--- config.mk ---
export PLATFORM = sky130hd
export DESIGN_NAME = ntt_stage_sequencer
export DESIGN_NICKNAME = d
export VERILOG_FILES = /design/src/rtl/ntt_pkg.sv /design/src/rtl/ntt_stage_sequencer_addr_gen.sv /design/src/rtl/ntt_stage_sequencer.sv
export SDC_FILE = /design/constraint.sdc
export NUM_CORES = 1
export LEC_CHECK = 0
export CORE_MARGIN = 4
export CORE_UTILIZATION = 33
export DETAILED_ROUTE_END_ITERATION = 8
export GPL_TIMING_DRIVEN = 0
export PLACE_DENSITY = 0.62
export SYNTH_ARGS = -nofsm -noshare
export SYNTH_HDL_FRONTEND = slang
export SYNTH_SLANG_ARGS = --single-unit
--- constraint.sdc ---
create_clock -name clk -period 2.3 [get_ports clk]
set_clock_uncertainty 0.2 [all_clocks]
set_input_delay 0.46 -clock clk [delete_from_list [all_inputs] [get_ports clk]]
set_output_delay 0.46 -clock clk [all_outputs]
set_load 0.01 [all_outputs]
--- src/rtl/ntt_pkg.sv ---
// Shared definitions for the NTT stage sequencer: FSM state encoding,
// default transform size and a constant-foldable clog2.
package ntt_pkg;

  typedef enum logic [1:0] {
    ST_IDLE  = 2'd0,
    ST_RUN   = 2'd1,
    ST_DRAIN = 2'd2,
    ST_DONE  = 2'd3
  } state_t;

  localparam int LOG_N_DEF = 4;
  localparam int N         = 1 << LOG_N_DEF;
  localparam int HALF_N    = N / 2;

  function automatic int clog2(input int value);
    int r;
    r = 0;
    while ((1 << r) < value) r++;
    return r;
  endfunction

endpackage

--- src/rtl/ntt_stage_sequencer_addr_gen.sv ---
// Combinational map from (stage, butterfly index) to the in-place DIT
// operand pair and the twiddle ROM index.
module ntt_addr_gen #(
  parameter int LOG_N = 4,
  parameter int SW    = 2
) (
  input  logic [SW-1:0]    stage,
  input  logic [LOG_N-2:0] j,
  output logic [LOG_N-1:0] addr_a,
  output logic [LOG_N-1:0] addr_b,
  output logic [LOG_N-2:0] tw_idx
);

  logic [LOG_N-1:0] half;
  logic [LOG_N-1:0] jx;
  logic [LOG_N-1:0] group;
  logic [LOG_N-1:0] offset;

  always_comb begin
    half   = LOG_N'(1) << stage;
    jx     = {1'b0, j};
    group  = jx >> stage;
    offset = jx & (half - LOG_N'(1));
    addr_a = ((group << stage) << 1) | offset;
    addr_b = addr_a | half;
    // offset < 2**stage, so it always fits in LOG_N-1 bits before scaling
    tw_idx = offset[LOG_N-2:0] << (LOG_N - 1 - int'(stage));
  end

endmodule

--- src/rtl/ntt_stage_sequencer.sv ---
// Stage/butterfly sequencer for the radix-2 in-place DIT NTT core; state
// advances on the falling clock edge to match the datapath library.
module ntt_stage_sequencer
  import ntt_pkg::*;
#(
  parameter int LOG_N  = LOG_N_DEF,
  parameter int BF_LAT = 3,
  localparam int SW    = (clog2(LOG_N) < 1) ? 1 : clog2(LOG_N)
) (
  input  logic             clk,
  input  logic             rst,
  input  logic             start,
  input  logic             inv,
  input  logic             stall,
  output logic             busy,
  output logic             done,
  output logic             bf_valid,
  output logic [LOG_N-1:0] addr_a,
  output logic [LOG_N-1:0] addr_b,
  output logic [LOG_N-2:0] tw_idx,
  output logic             tw_inv,
  output logic [SW-1:0]    stage
);

  localparam int              JW         = LOG_N - 1;
  localparam logic [JW-1:0]   J_LAST     = '1;
  localparam logic [SW-1:0]   STAGE_LAST = SW'(LOG_N - 1);
  localparam logic [3:0]      DRAIN_INIT = 4'(BF_LAT - 1);

  state_t           state_q, state_d;
  logic [JW-1:0]    j_q, j_d;
  logic [SW-1:0]    stage_d;
  logic [3:0]       drain_q, drain_d;
  logic             inv_d;
  logic [LOG_N-1:0] gen_a, gen_b;
  logic [JW-1:0]    gen_tw;

  // Addresses are generated from the next-state indices so they can be
  // registered and line up with the cycle in which the FSM sits in RUN.
  ntt_addr_gen #(
    .LOG_N (LOG_N),
    .SW    (SW)
  ) u_addr_gen (
    .stage  (stage_d),
    .j      (j_d),
    .addr_a (gen_a),
    .addr_b (gen_b),
    .tw_idx (gen_tw)
  );

  always_comb begin
    state_d = state_q;
    j_d     = j_q;
    stage_d = stage;
    drain_d = drain_q;
    inv_d   = tw_inv;
    case (state_q)
      ST_IDLE: begin
        if (start) begin
          state_d = ST_RUN;
          j_d     = '0;
          stage_d = '0;
          inv_d   = inv;
        end
      end
      ST_RUN: begin
        if (!stall) begin
          if (j_q == J_LAST) begin
            state_d = ST_DRAIN;
            drain_d = DRAIN_INIT;
          end else begin
            j_d = j_q + JW'(1);
          end
        end
      end
      ST_DRAIN: begin
        if (drain_q == 4'd0) begin
          if (stage == STAGE_LAST) begin
            state_d = ST_DONE;
          end else begin
            state_d = ST_RUN;
            stage_d = stage + SW'(1);
            j_d     = '0;
          end
        end else begin
          drain_d = drain_q - 4'd1;
        end
      end
      ST_DONE: begin
        state_d = ST_IDLE;
        stage_d = '0;
        j_d     = '0;
      end
      default: state_d = ST_IDLE;
    endcase
  end

  always_ff @(negedge clk) begin
    if (!rst) begin
      state_q <= ST_IDLE;
      j_q     <= '0;
      stage   <= '0;
      drain_q <= '0;
      tw_inv  <= 1'b0;
      addr_a  <= '0;
      addr_b  <= '0;
      tw_idx  <= '0;
    end else begin
      state_q <= state_d;
      j_q     <= j_d;
      stage   <= stage_d;
      drain_q <= drain_d;
      tw_inv  <= inv_d;
      if (state_d == ST_RUN) begin
        addr_a <= gen_a;
        addr_b <= gen_b;
        tw_idx <= gen_tw;
      end else begin
        addr_a <= '0;
        addr_b <= '0;
        tw_idx <= '0;
      end
    end
  end

  // Stall gates issue within the same cycle; the operands stay presented.
  assign busy     = (state_q == ST_RUN) || (state_q == ST_DRAIN);
  assign done     = (state_q == ST_DONE);
  assign bf_valid = (state_q == ST_RUN) && !stall;

endmodule

# Yosys cells after proc, flatten, opt, wreduce, memory -nomap -nowiden
# Index checks and enable logic that the tools add are counted.
# word_totals
regBits	23
inputBits	5
out_inout_bits	17
elab_cells	58
# op_classes
add_sub_neg	5
eq_ne	9
n_shift	4
n_mux	20
n_bitwise	3
n_reduce_logical	9
# op_table
cell	count
3-bit by 32-bit << shifter with 3-bit output	1
2-bit two-way mux	8
3-bit two-way mux	5
4-bit two-way mux	3
3-bit case mux with 4 select lines	1
4-bit bitwise OR	2
2-bit case mux with 4 select lines	1
4-bit case mux with 2 select lines	1
4-bit by 1-bit subtractor with 4-bit output (second input constant)	2
2-bit equality test (second input constant)	3
2-bit inequality test (second input constant)	3
2-bit case mux with 3 select lines	1
3-bit by 4-bit AND with 4-bit output	1
2-bit by 1-bit equality test with 1-bit output (second input constant)	2
4-bit zero test	1
2-bit AND reduction	2
4-bit AND reduction	1
1-bit by 2-bit << shifter with 4-bit output (first input constant)	1
4-bit by 2-bit << shifter with 3-bit output	1
3-bit by 2-bit right shift with 4-bit output	1
3-bit by 1-bit adder with 3-bit output (second input constant)	1
3-bit equality test (second input constant)	1
2-bit by 2-bit subtractor with 3-bit output (first input constant)	1
2-bit by 1-bit adder with 2-bit output (second input constant)	1
5 further kinds	5

# Depth between registers and ports, before layout
# Gate-level depths: netlist of run 1.
# depth
word_depth	9
depth_mapped	9
ltp_nobuf	7

# Cells and area by module
# A second synthesis of run 1 with hierarchy kept.
# unflattened
hier_cells	143
area_unflattened_um2	1330.0
# modules_own_cells
mod	n_inst	cells_per_inst	area_each_um2	seq_area_each_um2
ntt_stage_sequencer	1	121	1179.9	460.4
ntt_addr_gen	1	22	150.1	0.0

==> results of run 1 <==
==> stage by stage <==
stage / hold slack, ns / cells / TNS [ns]
detailed placement: 0.251 / 203 / -30.20
global placement: 0.246 / 203 / -29.52
floorplan: 0.281 / 136 / -7.60
CTS: 0.261 / 244 / -10.32
finish: 0.258 / 254 / -10.90
global route: 0.272 / 254 / -12.41
==> cell usage in the layout, fill, tap and decap left out, types with 2 or more instances in the layout <==
cell	n
inv_1	29
buf_4	24
dfxtp_1	16
nor2_1	12
buf_6	12
buf_2	9
nand2_1	8
a21oi_1	6
a21oi_2	5
nand2_2	4
o21ai_2	4
ha_1	4
dfxtp_2	4
o21ai_0	3
o21ai_1	3
nand3_1	3
ha_4	3
clkbuf_4	3
dfxtp_4	3
nor3b_2	2
xor2_1	2
a21oi_4	2
nor2_4	2
inv_4	2
nand3b_1	2
nor3_1	2
nor3_4	2
a221oi_2	2
nor3_2	2
buf_8	2
==> power by group through the flow <==
stage	clock network, uW	registers [uW]	logic [uW]
floorplan	63.8	423	86.9
global placement	63.8	421	126
detailed placement	63.8	421	127
CTS	363	412	157
global route	406	413	194
finish	340	414	180
==> flip-flops by register name, summed over array words and instances, names as in the netlist <==
signal / cells
addr_a: 4
addr_b: 4
drain_q: 4
j_q: 3
stage: 2
state_q: 2
tw_idx: 3
tw_inv: 1
==> cell type report <==
cell class	count	area [um2]
Fill cell	296	1380
Multi-Input combinational cell	99	922
Sequential cell	23	477
Timing Repair Buffer	47	392
Clock inverter	24	90.1
Tap cell	46	57.6
Inverter	9	42.5
Buffer	3	32.5
Clock buffer	3	22.5
==> repair_timing <==
item                                    4_1_cts  5_1_grt
buffers inserted                             15       11
gates resized for setup                     122       20
pin swaps                                    18       12
cloned                                        1        0
endpoints found under the setup margin       40       38
==> tightest hold or removal path, cell delays in order (launching register included) <==
cell and delay, ns:
dfxtp_2 0.31, nand2_1 0.05, a21oi_1 0.05
==> path summary, 6_finish.rpt <==
check,depth (start not counted),slack (ns),startpoint,to
min reg2reg,2,0.26,tw_inv$_SDFFE_NN0P_,tw_inv$_SDFFE_NN0P_
max reg2reg,10,-0.15,state_q[1]$_SDFF_NN0_,addr_a[0]$_SDFF_NN0_
max,4,-0.75,state_q[1]$_SDFF_NN0_,bf_valid
min,2,0.26,tw_inv$_SDFFE_NN0P_,tw_inv$_SDFFE_NN0P_
==> cell families after synthesis <==
family / share of synthesized area
compound gates: 0.238
fa+ha+maj: 0.0728
buf+inv: 0.0624
simple gates: 0.230
xor+xnor: 0.0146
flops: 0.383
==> metal layers <==
metal / GRT usage / vias up
met1: 0.166 / 616
met2: 0.257 / 29
met5: 0 / -
li1: - / 634
met3: 0.0608 / 9
met4: 0.0769 / 0
==> impl_metrics.json, run 1 <==
{
  "p_leak_uw": 0.000895,
  "die_x_um": 68.4,
  "syn_area_um2": 1200,
  "drive_gt1_frac": 0.514,
  "design.die.area_um2": 4680,
  "drt-initial-drc-count": 49,
  "antenna_found_initial": 0,
  "violations": "negative setup slack",
  "hp-class": "reg2reg",
  "slew_headroom": 0.533,
  "setup_slack_ns": -0.748,
  "synthDistinctLibCells": 45,
  "synth.largest_area_cell": "dfxtp_1",
  "syn_area_per_cell_um2": 8.85,
  "cp.arrival_ns": 2.39,
  "syn_inst": 136,
  "netSwitchingFraction": 0.357,
  "fp-row-count": 21,
  "num_vias": 1288,
  "dpl_cell_area_um2": 1570,
  "fin_util": 0.596,
  "power.switching_uw": 334,
  "grt_start_max_net_pins": 13,
  "clk_pin_slew_ns": 0.04,
  "ys_warn_count": 0,
  "critPathMaxFanout": 3,
  "endpoint_kind": "output port",
  "synth_top_flop_cell": "dfxtp_1",
  "synth_top_area_frac": 0.383,
  "area_growth_pct": 69.1,
  "power_uw": 935,
  "wl_per_cell_um": 13.6,
  "clk_latency_ns": 0.39,
  "diodes": 0,
  "cts.sinks": 23,
  "crit_family": "flip-flops",
  "drv_slew": 0,
  "final_nets": 221,
  "clockPowerShare": 0.364,
  "grt_pass1_wl_mm": 5.41,
  "power_frac_seq": 0.443,
  "hold_viol_final": 0,
  "route.detailed.drc": 0,
  "ys_top_cells_by_area": "dfxtp_1, ha_1, a21oi_1",
  "clockBufferDepth": 2,
  "finalSetupViolCount": 35,
  "grt_pass1_vias": 1244,
  "rsz0062_at_grt": "yes",
  "grt_use_total": 0.153,
  "core_um2": 3420,
  "met1_length_mm": 1.38,
  "wl_mm": 3.45,
  "tightest_slew_ns": 0.695,
  "ant_nets": 0,
  "start_util": 0.352,
  "yosys_register_bits": 23,
  "synth-edff-count": 0,
  "internal-power_uw": 601,
  "drv_cap": 0,
  "grt-ovfl-total": 0,
  "hpwl_mm": 2.13,
  "root_buffer": "clkbuf_4",
  "synth-seq-area-share": 0.383,
  "cp.buffers_inverters": 2,
  "crit_required_ns": 1.64,
  "status": "complete, but fails checks",
  "async_reset_ff_frac": 0,
  "power.density_nw_per_um2": 459,
  "startpoint_type": "flip-flop",
  "wl_met2_mm": 1.81,
  "synth_most_common_cell": "dfxtp_1",
  "port_buffers": 21,
  "criticalPathCategory": "reg2out",
  "vdd_drop_max_mv": 0.406,
  "die_h_um": 68.4,
  "finalInstanceArea_um2": 2040,
  "htreeDepth": 1,
  "cts-buffers-inserted": 3,
  "hold_buffers": 0,
  "synthTopCellsByCount": "dfxtp_1, nor2_1, a21oi_1",
  "combPwrFrac": 0.193,
  "pre_cts_slack_ns": -1.20,
  "critical_path.cell_chain": "inv_4, ha_4, and2b_2, buf_6",
  "synth_nets": 148,
  "avgViaCountPerCell": 5.07,
  "ios": 22,
  "met3_length_um": 183,
  "place_congestion": 0.830,
  "cts_tree": "yes",
  "drt_pass1_iterations": 4,
  "critPathSlowestCell": "dfxtp_2",
  "top_layer_used": "met4",
  "crit_path_max_incr_delay_ns": 0.34
}
Note: power is estimated with default switching activity, not from simulation.
==> inputs of run 2 (changes only) <==
--- a/config.mk
+++ b/config.mk
@@ -7,6 +7,7 @@
 export LEC_CHECK = 0
 export CORE_MARGIN = 4
 export CORE_UTILIZATION = 33
+export CTS_CLUSTER_SIZE = 24
 export DETAILED_ROUTE_END_ITERATION = 8
 export GPL_TIMING_DRIVEN = 0
 export PLACE_DENSITY = 0.62
==> results of run 2 <==
The final DEF is identical to that of run 1; final timing and power are the same.
